[config.mk]
export PLATFORM = sky130hd
export DESIGN_NAME = vga_console_writer
export DESIGN_NICKNAME = d
export VERILOG_FILES = /design/src/rtl/vga_console_writer.sv
export SDC_FILE = /design/constraint.sdc
export NUM_CORES = 1
export LEC_CHECK = 0
export CAP_MARGIN = 20
export CORE_MARGIN = 2
export CORE_UTILIZATION = 35
export CTS_CLUSTER_SIZE = 40
export DETAILED_ROUTE_END_ITERATION = 16
export GPL_TIMING_DRIVEN = 1
export PLACE_DENSITY_LB_ADDON = 0.25
export SLEW_MARGIN = 10
export SYNTH_ARGS = -nofsm -noshare
export SYNTH_HDL_FRONTEND = slang
export SYNTH_SLANG_ARGS = --single-unit
[constraint.sdc]
create_clock -name clk -period 2.1 [get_ports clk]
set_input_delay 0.42 -clock clk [delete_from_list [all_inputs] [get_ports clk]]
set_output_delay 0.42 -clock clk [all_outputs]
set_load 0.01 [all_outputs]
[src/rtl/vga_console_writer.sv]
// Byte-stream terminal front end driving the vga_ctl3 character-memory write port.
// Latency: one cycle from byte acceptance to registered char_we; clear-screen sweep takes ROWS*COLUMNS cycles.
// Backpressure: in_ready is low for the whole clear sweep; bytes are otherwise accepted every cycle.
module vga_console_writer #(
  parameter int COLUMNS = 80,
  parameter int ROWS    = 30
) (
  input  logic        clk,
  input  logic        rst,
  input  logic        in_valid,
  input  logic [7:0]  in_data,
  output logic        in_ready,
  output logic        char_we,
  output logic [11:0] char_addr,
  output logic [31:0] char_value,
  output logic [6:0]  cursor_col,
  output logic [4:0]  cursor_row,
  output logic        busy
);

  localparam logic [6:0] COL_LAST = 7'(COLUMNS - 1);
  localparam logic [4:0] ROW_LAST = 5'(ROWS - 1);
  localparam logic [7:0] ASCII_SP = 8'h20;
  localparam logic [7:0] ASCII_BS = 8'h08;
  localparam logic [7:0] ASCII_LF = 8'h0A;
  localparam logic [7:0] ASCII_FF = 8'h0C;
  localparam logic [7:0] ASCII_CR = 8'h0D;

  typedef enum logic {IDLE, CLEAR} state_t;

  state_t      state_q, state_d;
  logic [6:0]  sweep_col_q, sweep_col_d;
  logic [4:0]  sweep_row_q, sweep_row_d;
  logic [7:0]  char_byte_q, char_byte_d;
  logic        char_we_d;
  logic [11:0] char_addr_d;
  logic [6:0]  cursor_col_d;
  logic [4:0]  cursor_row_d;
  logic        busy_d;

  logic        accept;
  logic        printable;
  logic [4:0]  row_inc;
  logic [6:0]  base_col, next_col;
  logic [4:0]  base_row, next_row;
  logic        base_last;

  assign in_ready   = (state_q == IDLE);
  assign accept     = in_valid && in_ready;
  assign printable  = (in_data >= 8'h20) && (in_data <= 8'h7E);
  assign row_inc    = (cursor_row == ROW_LAST) ? 5'd0 : cursor_row + 5'd1;
  assign char_value = {24'h0, char_byte_q};

  // The sweep address being written this cycle: (0,0) when the sweep starts from IDLE.
  assign base_col  = (state_q == CLEAR) ? sweep_col_q : 7'd0;
  assign base_row  = (state_q == CLEAR) ? sweep_row_q : 5'd0;
  assign base_last = (base_col == COL_LAST) && (base_row == ROW_LAST);
  assign next_col  = (base_col == COL_LAST) ? 7'd0 : base_col + 7'd1;
  assign next_row  = (base_col == COL_LAST) ? base_row + 5'd1 : base_row;

  always_comb begin
    state_d      = state_q;
    sweep_col_d  = sweep_col_q;
    sweep_row_d  = sweep_row_q;
    char_we_d    = 1'b0;
    char_addr_d  = char_addr;
    char_byte_d  = char_byte_q;
    cursor_col_d = cursor_col;
    cursor_row_d = cursor_row;
    busy_d       = busy;

    case (state_q)
      IDLE: begin
        if (accept) begin
          if (printable) begin
            char_we_d   = 1'b1;
            char_addr_d = {cursor_row, cursor_col};
            char_byte_d = in_data;
            if (cursor_col == COL_LAST) begin
              cursor_col_d = 7'd0;
              cursor_row_d = row_inc;
            end else begin
              cursor_col_d = cursor_col + 7'd1;
            end
          end else begin
            case (in_data)
              ASCII_CR: cursor_col_d = 7'd0;
              ASCII_LF: begin
                cursor_col_d = 7'd0;
                cursor_row_d = row_inc;
              end
              ASCII_BS: begin
                if (cursor_col != 7'd0) begin
                  cursor_col_d = cursor_col - 7'd1;
                  char_we_d    = 1'b1;
                  char_addr_d  = {cursor_row, cursor_col - 7'd1};
                  char_byte_d  = ASCII_SP;
                end
              end
              ASCII_FF: begin
                char_we_d    = 1'b1;
                char_addr_d  = 12'd0;
                char_byte_d  = ASCII_SP;
                cursor_col_d = 7'd0;
                cursor_row_d = 5'd0;
                sweep_col_d  = next_col;
                sweep_row_d  = next_row;
                // A 1x1 screen is fully cleared by this single write.
                if (!base_last) begin
                  state_d = CLEAR;
                  busy_d  = 1'b1;
                end
              end
              default: ;
            endcase
          end
        end
      end
      CLEAR: begin
        char_we_d   = 1'b1;
        char_addr_d = {sweep_row_q, sweep_col_q};
        char_byte_d = ASCII_SP;
        sweep_col_d = next_col;
        sweep_row_d = next_row;
        if (base_last) begin
          state_d = IDLE;
          busy_d  = 1'b0;
        end
      end
      default: state_d = IDLE;
    endcase
  end

  always_ff @(posedge clk or posedge rst) begin
    if (rst) begin
      state_q     <= IDLE;
      sweep_col_q <= 7'd0;
      sweep_row_q <= 5'd0;
      char_byte_q <= 8'd0;
      char_we     <= 1'b0;
      char_addr   <= 12'd0;
      cursor_col  <= 7'd0;
      cursor_row  <= 5'd0;
      busy        <= 1'b0;
    end else begin
      state_q     <= state_d;
      sweep_col_q <= sweep_col_d;
      sweep_row_q <= sweep_row_d;
      char_byte_q <= char_byte_d;
      char_we     <= char_we_d;
      char_addr   <= char_addr_d;
      cursor_col  <= cursor_col_d;
      cursor_row  <= cursor_row_d;
      busy        <= busy_d;
    end
  end

endmodule
# After elaboration in Yosys (flattened, before gate mapping)
# Index checks and enable logic that the tools add are counted.
dict set report classes {
  add_sub_neg 5
  n_lt_le_gt_ge 2
  n_eq_ne 17
  mux 46
  bitwise_logic 1
  n_reduce_logical 12
}
# op n
set ops {}
lappend ops {{$mux W7} 8}
lappend ops {{$pmux W12 S2} 2}
lappend ops {{$mux W5} 8}
lappend ops {{$mux W12} 3}
lappend ops {{$eq A8 B4 Y1 const B} 4}
lappend ops {{$pmux W8 S2} 2}
lappend ops {{$pmux W7 S2} 2}
lappend ops {{$mux W8} 3}
lappend ops {{$pmux W5 S2} 2}
lappend ops {{$add A7 B1 Y7 const B} 2}
lappend ops {{$eq A7 B7 Y1 const B} 2}
lappend ops {{$mux W1} 12}
lappend ops {{$add A5 B1 Y5 const B} 2}
lappend ops {{$eq A5 B5 Y1 const B} 2}
lappend ops {{$ge A8 B6 Y1 const B} 1}
lappend ops {{$le A8 B7 Y1 const B} 1}
lappend ops {{$ne A2 B1 Y1 const B} 4}
lappend ops {{$pmux W1 S2} 4}
lappend ops {{$reduce_and A4 Y1} 2}
lappend ops {{$reduce_bool A7 Y1} 1}
lappend ops {{$sub A7 B1 Y7 const B} 1}
lappend ops {{$reduce_and A3 Y1} 2}
lappend ops {{$reduce_bool A3 Y1} 2}
lappend ops {{$reduce_and A5 Y1} 1}
lappend ops {{7 further kinds} 10}
dict set report word_totals {
  ff_bits 47
  in_bits 11
  output_inout_bits 59
  wordCells 92
}

# Logic depth before layout (Yosys ltp)
# Gate-level depths: netlist of the first run.
dict set report logic_depth {
  depth_word 8
  ltp_mapped 8
  mapped_depth_nobuf 8
}

# Worst setup path before layout of the first run
# Ideal clock, no wire load.
dict set report synth_path {
  path_type {flip-flop to flip-flop}
  from {register cursor_col[0]}
  to {register char_addr[0]}
  setup_ps 125
  arrival_ps 2186
  t_required_ps 1975
  setup_slack_ps -211
  path_stages_with_launch 9
  n_path_buf 0
  period_less_slack_ps 2311
  path_cell_list {dfrtp_1 > inv_1 > ha_1 > or3b_4 > nor4_4 > o211ai_2 > a21oi_2 > inv_2 > mux2_4}
}
dict set report synth_via {
  elab_chain_cells 6
  word_cells_on_any_way 9
  cone_classes {add/sub (1); eq/ne (1); mux (5); reduce/logical (2)}
}
# item line
set synth_lines {}
lappend synth_lines {{start: declaration} 16} ;# output logic [6:0] cursor_col,
lappend synth_lines {{start signal: assignment} 152} ;# cursor_col <= cursor_col_d;
lappend synth_lines {{$sub A7 B1 Y7} 96} ;# char_addr_d = {cursor_row, cursor_col - 7'd1};
lappend synth_lines {{$mux W12} 93} ;# if (cursor_col != 7'd0) begin
lappend synth_lines {{$pmux W12 S2} 86} ;# case (in_data)
lappend synth_lines {{$mux W12} 75} ;# if (printable) begin
lappend synth_lines {{$mux W12} 74} ;# if (accept) begin
lappend synth_lines {{$pmux W12 S2} 72} ;# case (state_q)
lappend synth_lines {{end signal: assignment} 151} ;# char_addr <= char_addr_d;
lappend synth_lines {{end: declaration} 14} ;# output logic [11:0] char_addr,
# Parallel ways exist; a longest one is shown, timed or not. The select of a mux whose other input is x is not followed.
# A chain may end at the register's enable or synchronous reset.

# Worst setup path in the final report of the first run
dict set report layout_path {
  from {register cursor_col[1]}
  to {register char_addr[0]}
}
dict set report layout_via {
  elab_chain_cells 3
}
# item line
set layout_lines {}
lappend layout_lines {{$reduce_bool A7 Y1} 93}
lappend layout_lines {{$ne A4 B4 Y1 (no line)} --}
lappend layout_lines {{$reduce_and A3 Y1 (no line)} --}
# Every way passes these cells.

==> results.yml, run 1 <==
power_and_ir_drop:
  p_per_area_mw_per_mm2: 905
  cellLeakagePower_nw: 1.80
  ir_drop_uv: 275
  total_power_w: 0.00369
die:
  io_pins: 70
  dieArea_mm2: 0.00908
  initial_core_util_pct: 35.9
  die_height_um: 95.3
  rows: 33
  chipWidth_um: 95.3
  core_region_area_mm2: 0.00813
critical_path:
  timing.rr.start: "cursor_col[1]"
  crit_family: "simple AND/OR/NAND/NOR gates"
  r2r_slack_ns: -0.08
  setup.worst_path.start_class: "flop"
  path_cells: "inv_2 > ha_4 > or3b_4 > nor4_4 > buf_6 > o211ai_4 > a21oi_4 > clkinv_4 > mux2_4"
  path_max_fanout: 7
  cp_data_arrival_time_ns: 2.36
  critPathKind: "reg2reg"
  worst-path-buf-inv: 3
  reg2reg_to: "char_addr[0]"
  required_ns: 2.28
  r2r_cells: 9
  slowest_stage: "dfrtp_2"
  slowest_delay_ns: 0.42
  worstSetupEndpointType: "flop"
clocking:
  cts_buffers: 5
  ctsHoldBuffers: 0
  htree_levels: 2
  clock_latency_ns: 0.30
  clkSinkCount: 47
  cts_buffer_depth: 2
  cts_root_buf: "clkbuf_8"
  clk_pin_slew_ns: 0.10
  cts_tree: "built"
synth:
  syn_inst: 301
  synth_seq_area_share_pct: 40.3
  syn_avg_cell_area_um2: 9.69
  synth_top_area_share_pct: 40.3
  synth_edf_count: 0
  synth_cell_types: 66
  synth_top_cell_by_area: "dfrtp_1"
  yosys_warnings: 0
  synth_area_leaders: "dfrtp_1 40%, buf_4 6.2%, nand2_1 3.1%"
  synthArstFlopShare_pct: 100
  mappedNetlistArea_mm2: 0.00292
  synth_seq_cells: 47
  synthFlopType: "dfrtp_1"
grt:
  track_usage_pct: 17.6
  antenna_found_initial: 0
  grt_first_pass_wirelength_mm: 12.5
  grt_pass1_vias: 2494
  overflow: 0
  grt_max_degree: 31
finish:
  fillers: 788
  drive_above_1_share_pct: 26.7
  final_cell_count_no_fill: 509
  seq_area_mm2: 0.00118
  syn_to_final_growth_pct: 39.8
  nets: 421
  diodes: 0
  stdcell_area_mm2: 0.00408
  multiInputGateArea_mm2: 0.00165
run:
  drv_cap: 0
place:
  dp_slack_ns: -0.400
  placed_cells: 490
  port_buffers: 45
  place_congestion: 0.825
  placed_cell_area_mm2: 0.00380
  place_hpwl_mm: 5.73
sta:
  max_freq_mhz: 459
  setup_viol: 17
  tns_ns: -0.741
  fin_crit_sh_pct: 104
  grt_setup_unrepaired: "true"
  drv_slew: 0
  final.min_clock_period_ns: 2.18
  finalHoldViolCount: 0
  worst_slack_ns: -0.0804
  skew_ns: 0.0114
route:
  drc: 0
  drt-vias-per-instance: 5.23
  ant_nets: 0
  first_iter_violations: 162
  wire_per_inst_um: 15.1
  wirelength_mm: 7.70
  vias: 2664
  dr.pass1.iters: 4
status:
  violations: "setup timing"
  outcome: "finished with violations"
worst_hold_path:
  hold_path_class: "in2async"
## registers in the layout, indices dropped and copies added, names as in the netlist
register     flops
char_addr       12
char_byte_q      8
cursor_col       7
sweep_col_q      7
cursor_row       5
sweep_row_q      5
busy             1
char_we          1
state_q          1
## per-stage QoR
stage	hold slack, ns	utilization (%)
2_1_floorplan	0.494	-
3_3_place_gp	0.471	46.7
3_5_place_dp	0.476	46.7
4_1_cts	0.449	48.7
5_1_grt	0.463	50.1
6_report	0.435	50.1
## layer usage
layer  GRT usage, %  up-vias  share of wire [%]
li1               -     1282                  -
met1           24.1     1307                 45
met2           29.1       67                 50
met3           2.45        8                3.9
met4           4.95        0                1.4
met5              0        -                  0
## timing repair
item	CTS	global route
resized for setup	13	22
setup buffers	7	7
setup endpoints to repair	25	37
pin swaps	14	13
## placed cells by master, fill, tap and decap left out, types with 3 or more instances in the layout
master,Yosys,final
xnor2_1,3,3
a21oi_1,10,9
nand3_1,13,12
dlymetal6s2s_1,0,3
clkbuf_8,0,6
o32a_1,3,3
and2_1,9,9
a31oi_1,4,4
a22o_1,7,7
xor2_1,3,3
nor2b_1,5,5
o31ai_1,6,5
conb_1,1,24
buf_6,1,5
mux2_4,5,7
ha_1,7,6
dfrtp_1,47,45
nor2_1,11,9
inv_1,15,12
a221o_1,5,5
nand2_1,24,23
nor4_4,2,3
nor3_1,8,7
nand4_1,6,6
o21ai_0,13,12
clkdlybuf4s50_1,0,40
inv_2,1,3
buf_4,24,56
## Yosys cell counts, types with 8 or more instances
| cell type | instances |
|---|---|
| o21ai_0 | 13 |
| buf_4 | 24 |
| a21oi_1 | 10 |
| inv_1 | 15 |
| nand3_1 | 13 |
| nor3_1 | 8 |
| and2_1 | 9 |
| dfrtp_1 | 47 |
| nand2_1 | 24 |
| nor2_1 | 11 |
## worst max-delay path by stage
| stage | from | cells after the start | slack, ns | to |
|---|---|---|---|---|
| final | cursor_col[1] | 9 | -0.08 | char_addr[0] |
| after global routing | cursor_col[1] | 9 | -0.17 | char_addr[2] |
| after CTS | cursor_col[0] | 9 | -0.14 | char_addr[0] |
| after detailed placement | in_data[5] | 8 | -0.40 | cursor_row[4] |
| after global placement | in_data[5] | 7 | -0.37 | cursor_row[0] |
| after floorplan | cursor_col[0] | 8 | -0.14 | char_addr[0] |
## final cells by class
class,instances,share of cell area (%)
Tap cell,105,3.22
Multi-Input combinational cell,225,40.5
Clock buffer,7,2.12
Timing Repair Buffer,107,23.3
Clock inverter,1,0.215
Inverter,17,1.69
Sequential cell,47,28.9
## report_power, final
group	switching (W)	internal, W	total (W)	leakage [nW]
sequential	0.000161	0.00111	0.00127	0.593
clock	0.000319	0.000271	0.000589	0.0484
combinational	0.000831	0.000998	0.00183	1.16
total	0.00131	0.00238	0.00369	1.80
## cells by family after synthesis
kind of cell | share of synthesized area (%)
AO/OA/AOI/OAI | 22.0
XOR/XNOR | 1.80
adder cells (fa/ha/maj) | 3.00
buffers and inverters | 10.1
flip-flops | 40.3
multiplexers | 4.46
other | 0.129
AND/OR/NAND/NOR | 18.2
(Power assumes the default switching activity.)
==> inputs of run 2 (changes only) <==
--- a/config.mk
+++ b/config.mk
@@ -10,9 +10,11 @@
 export CORE_UTILIZATION = 35
 export CTS_CLUSTER_SIZE = 40
 export DETAILED_ROUTE_END_ITERATION = 16
+export DONT_BUFFER_PORTS = 1
 export GPL_TIMING_DRIVEN = 1
 export PLACE_DENSITY_LB_ADDON = 0.25
 export SLEW_MARGIN = 10
 export SYNTH_ARGS = -nofsm -noshare
 export SYNTH_HDL_FRONTEND = slang
 export SYNTH_SLANG_ARGS = --single-unit
+export TNS_END_PERCENT = 100
==> results.yml, run 2 (synthesis gave the netlist of run 1 again) <==
critical_path:
  slowest_stage: "dfrtp_2"
  worstSetupEndpointType: "flop"
  critPathKind: "reg2reg"
  setup.worst_path.start_class: "flop"
  path_cells: "inv_2 > ha_4 > or3b_4 > nor4_4 > buf_4 > nor2_2 > o211a_4 > a221o_1"
  cp_data_arrival_time_ns: 2.31
  slowest_delay_ns: 0.41
  required_ns: 2.29
  path_max_fanout: 5
place:
  port_buffers: 0
  place_congestion: 0.811
  place_hpwl_mm: 5.55
grt:
  grt_max_degree: 32
  antenna_found_initial: 0
  track_usage_pct: 17.4
  grt_first_pass_wirelength_mm: 12.3
  grt_pass1_vias: 2383
  overflow: 0
finish:
  drive_above_1_share_pct: 23.5
  nets: 353
  largest-register: "char_addr"
  diodes: 0
  layout.cells.most_common: "dfrtp_1"
  multiInputGateArea_mm2: 0.00159
  fillers: 795
  syn_to_final_growth_pct: 16.1
  final_cell_mix: "45 x dfrtp_1, 37 x buf_4, 24 x conb_1, 23 x nand2_1"
  seq_area_mm2: 0.00118
  largest_reg_flops: 12
  reg_top3: "char_addr x12, char_byte_q x8"
route:
  wirelength_mm: 7.64
  first_iter_violations: 170
  drt-vias-per-instance: 5.46
  wire_per_inst_um: 17.3
  vias: 2408
  drc: 0
  ant_nets: 0
  dr.pass1.iters: 4
power_and_ir_drop:
  ir_drop_uv: 290
  cellLeakagePower_nw: 1.50
  total_power_w: 0.00331
  p_per_area_mw_per_mm2: 976
sta:
  relSlewSlack_pct: 55.6
  tns_ns: -0.0741
  worst_pin_slew_ns: 0.665
  finalHoldViolCount: 0
  drv_slew: 0
  skew_ns: 0.00980
  final.min_clock_period_ns: 2.12
  fin_crit_sh_pct: 101
  grt_setup_unrepaired: "true"
  worst_slack_ns: -0.0203
  setup_viol: 8
  max_freq_mhz: 472
clocking:
  clk_pin_slew_ns: 0.09
  cts_root_buf: "clkbuf_8"
  cts_tree: "built"
  ctsHoldBuffers: 0
  clkSinkCount: 47
  htree_levels: 2
  clock_latency_ns: 0.30
  cts_buffers: 5
  cts_buffer_depth: 2
die:
  core_region_area_mm2: 0.00813
  dieArea_mm2: 0.00908
  rows: 33
  chipWidth_um: 95.3
  die_height_um: 95.3
  io_pins: 70
  initial_core_util_pct: 35.9
status:
  violations: "setup timing"
  outcome: "finished with violations"
worst_hold_path:
  hold_path_class: "in2async"
run:
  drv_cap: 0
==> run 2: final cells by class <==
cell class                 count  share of cell area, %
multi-input combinational    225                   47.0
sequential                    47                   34.8
timing repair buffer          39                   8.87
tap                          105                   3.88
clock buffer                   6                   2.44
inverter                      17                   1.96
clock inverter                 2                   1.03
==> run 2: what timing repair did <==
action	CTS	global route
pin swaps	2	2
setup endpoints to repair	14	25
resized for setup	6	7
setup buffers	3	2
endpoints found under the hold margin	0	0
==> run 2: worst paths after layout <==
kind / depth (start not counted) / from / slack, ns / end
max: 8 / cursor_col[0] / -0.02 / char_addr[10]
min: 1 / rst / 0.09 / char_addr[7]
max reg2reg: 8 / cursor_col[0] / -0.02 / char_addr[10]
min reg2reg: 1 / sweep_col_q[1] / 0.53 / sweep_col_q[1]
max in group asynchronous: 2 / rst / 1.41 / char_byte_q[0]
min in group clk: 1 / in_valid / 0.23 / sweep_col_q[0]
==> run 2: layer usage <==
metal	up-vias	share of wire (%)	GRT usage [%]
li1	1143	-	-
met1	1197	45	22.0
met2	61	50	30.0
met3	7	4.6	3.40
met4	0	1.3	4.83
met5	-	0	0
==> run 2: worst max-delay path, delay by kind of cell, from the launching register on <==
family	cells	cell delay [ns]
flops	1	0.41
compound gates	2	0.56
simple gates	3	0.66
fa+ha+maj	1	0.13
buf+inv	2	0.26
==> run 2: power by group <==
| part | leakage, nW | total (W) | switching [W] | internal [W] |
|---|---|---|---|---|
| Sequential | 0.593 | 0.00135 | 0.000239 | 0.00111 |
| Clock | 0.0612 | 0.000700 | 0.000314 | 0.000386 |
| Combinational | 0.850 | 0.00125 | 0.000642 | 0.000613 |
| Total | 1.50 | 0.00331 | 0.00120 | 0.00211 |
==> run 2: stage by stage <==
stage,instances,hold WS [ns],worst slack [ns],instance area (um^2),utilization [%]
2_1_floorplan,324,0.494,-0.141,3040,-
3_3_place_gp,428,0.429,-0.0798,3190,39.3
3_5_place_dp,428,0.444,-0.0854,3190,39.3
4_1_cts,439,0.113,-0.0187,3350,41.1
5_1_grt,441,0.131,-0.0697,3390,41.6
6_report,441,0.0907,-0.0203,3390,41.6
==> inputs of run 3 (changes only) <==
--- a/config.mk
+++ b/config.mk
@@ -7,11 +7,11 @@
 export LEC_CHECK = 0
 export CAP_MARGIN = 20
 export CORE_MARGIN = 2
-export CORE_UTILIZATION = 35
+export CORE_UTILIZATION = 45
 export CTS_CLUSTER_SIZE = 40
 export DETAILED_ROUTE_END_ITERATION = 16
-export DONT_BUFFER_PORTS = 1
 export GPL_TIMING_DRIVEN = 1
+export MAX_ROUTING_LAYER = met4
 export PLACE_DENSITY_LB_ADDON = 0.25
 export SLEW_MARGIN = 10
 export SYNTH_ARGS = -nofsm -noshare
==> results.yml, run 3 (synthesis gave the netlist of run 1 again) <==
power_and_ir_drop:
  p_per_area_mw_per_mm2: 892
  cellLeakagePower_nw: 1.83
  ir_drop_uv: 785
  total_power_w: 0.00360
status:
  outcome: "finished with violations"
  violations: "setup timing"
sta:
  skew_ns: 0.00861
  grt_setup_unrepaired: "true"
  worst_slack_ns: -0.0792
  relSlewSlack_pct: 66.3
  fin_crit_sh_pct: 104
  setup_viol: 16
  drv_slew: 0
  max_freq_mhz: 459
  finalHoldViolCount: 0
  tns_ns: -0.804
  worst_pin_slew_ns: 0.504
  final.min_clock_period_ns: 2.18
finish:
  reg_top3: "char_addr x12, char_byte_q x8"
  nets: 425
  diodes: 0
  largest-register: "char_addr"
  layout.cells.most_common: "buf_4"
  largest_reg_flops: 12
  final_cell_mix: "59 x buf_4, 45 x dfrtp_1, 41 x clkdlybuf4s50_1, 24 x conb_1, 23 x nand2_1"
  syn_to_final_growth_pct: 38.3
  utilization_pct: 63.9
  drive_above_1_share_pct: 26.2
grt:
  grt_pass1_vias: 2496
  overflow: 0
  grt_first_pass_wirelength_mm: 12.6
  grt_max_degree: 28
  track_usage_pct: 22.2
  antenna_found_initial: 0
critical_path:
  worstSetupEndpointType: "flop"
  path_max_fanout: 5
  required_ns: 2.29
  cp_data_arrival_time_ns: 2.37
  setup.worst_path.start_class: "flop"
  critPathKind: "reg2reg"
  worstSetupEndpoint: "char_addr[9]"
  timing.rr.start: "cursor_col[0]"
  r2r_cells: 8
  reg2reg_to: "char_addr[9]"
  crit_start: "cursor_col[0]"
  r2r_slack_ns: -0.08
die:
  initial_core_util_pct: 46.2
  chipWidth_um: 84.5
  io_pins: 70
  dieArea_mm2: 0.00714
  core_region_area_mm2: 0.00631
  die_height_um: 84.5
  rows: 29
clocking:
  clock_latency_ns: 0.31
  clkSinkCount: 47
  htree_levels: 2
  cts_buffer_depth: 2
  cts_root_buf: "clkbuf_8"
  clk_pin_slew_ns: 0.10
  cts_tree: "built"
  cts_buffers: 5
route:
  drc: 0
  drt-vias-per-instance: 5.57
  wirelength_mm: 7.69
  wire_per_inst_um: 15.8
  dr.pass1.iters: 4
  first_iter_violations: 196
  ant_nets: 0
  vias: 2702
worst_hold_path:
  hold_path_class: "in2async"
run:
  drv_cap: 0
place:
  port_buffers: 45
  place_congestion: 0.876
  place_hpwl_mm: 5.79
-- run 3: cell count changes in the layout (fill, tap and decap cells not counted), moves of 2 or more --
| cell | delta |
|---|---|
| clkdlybuf4s50_1 | +41 |
| dlygate4sd2_1 | +2 |
| buf_4 | +22 |
| buf_6 | +3 |
| buf_12 | +2 |
| o221ai_1 | -2 |
| o221ai_2 | +2 |
| dlymetal6s2s_1 | +2 |
-- run 3: repair_timing --
item,CTS,global route
resized for setup,6,18
setup endpoints to repair,20,34
pin swaps,7,8
setup buffers,5,11
hold buffers,0,0
-- run 3: area by class of cell --
| cell class | count | area (um^2) |
|---|---|---|
| multi-input combinational | 225 | 1610 |
| fill | 523 | 2280 |
| clock buffer | 6 | 72.6 |
| clock inverter | 2 | 16.3 |
| sequential | 47 | 1180 |
| inverter | 17 | 68.8 |
| timing repair buffer | 111 | 992 |
| tap | 77 | 96.3 |
-- run 3: metal layers --
layer	up-vias	part of all wire (%)	GRT usage, %
li1	1297	-	-
met1	1312	47	30.9
met2	82	47	34.1
met3	11	4.7	3.74
met4	0	1.2	5.48
met5	-	0	-
-- run 3: per-stage QoR --
stage,worst slack (ns),hold slack (ns),std cells,area (um^2)
finish,-0.0792,0.337,485,4030
global route,-0.154,0.352,485,4030
CTS,-0.0876,0.342,478,3920
detailed placement,-0.393,0.469,465,3780
global placement,-0.394,0.465,465,3780
floorplan,-0.141,0.494,324,3040
-- run 3: worst min-delay path by stage --
stage | start | slack, ns | end | cells past startpoint
final | rst | 0.34 | sweep_col_q[4] | 2
after global routing | rst | 0.35 | sweep_col_q[4] | 2
after CTS | rst | 0.34 | sweep_col_q[4] | 2
after detailed placement | busy | 0.47 | busy | 2
after global placement | busy | 0.47 | busy | 2
after floorplan | sweep_col_q[3] | 0.49 | sweep_col_q[3] | 1
-- run 3: critical path, cell delays in order, from the launching register on --
cell and delay [ns]:
dfrtp_2 0.41, inv_2 0.07, ha_4 0.13, or3b_4 0.39, nor4_4 0.21, buf_4 0.18
nor2_1 0.07, o211a_1 0.28, a221o_1 0.32
-- run 3: report_power, final --
group	switching (W)	internal [W]	leakage, nW
registers	0.000169	0.00111	0.593
logic	0.000797	0.000951	1.19
clock network	0.000331	0.000240	0.0418
total	0.00130	0.00230	1.83
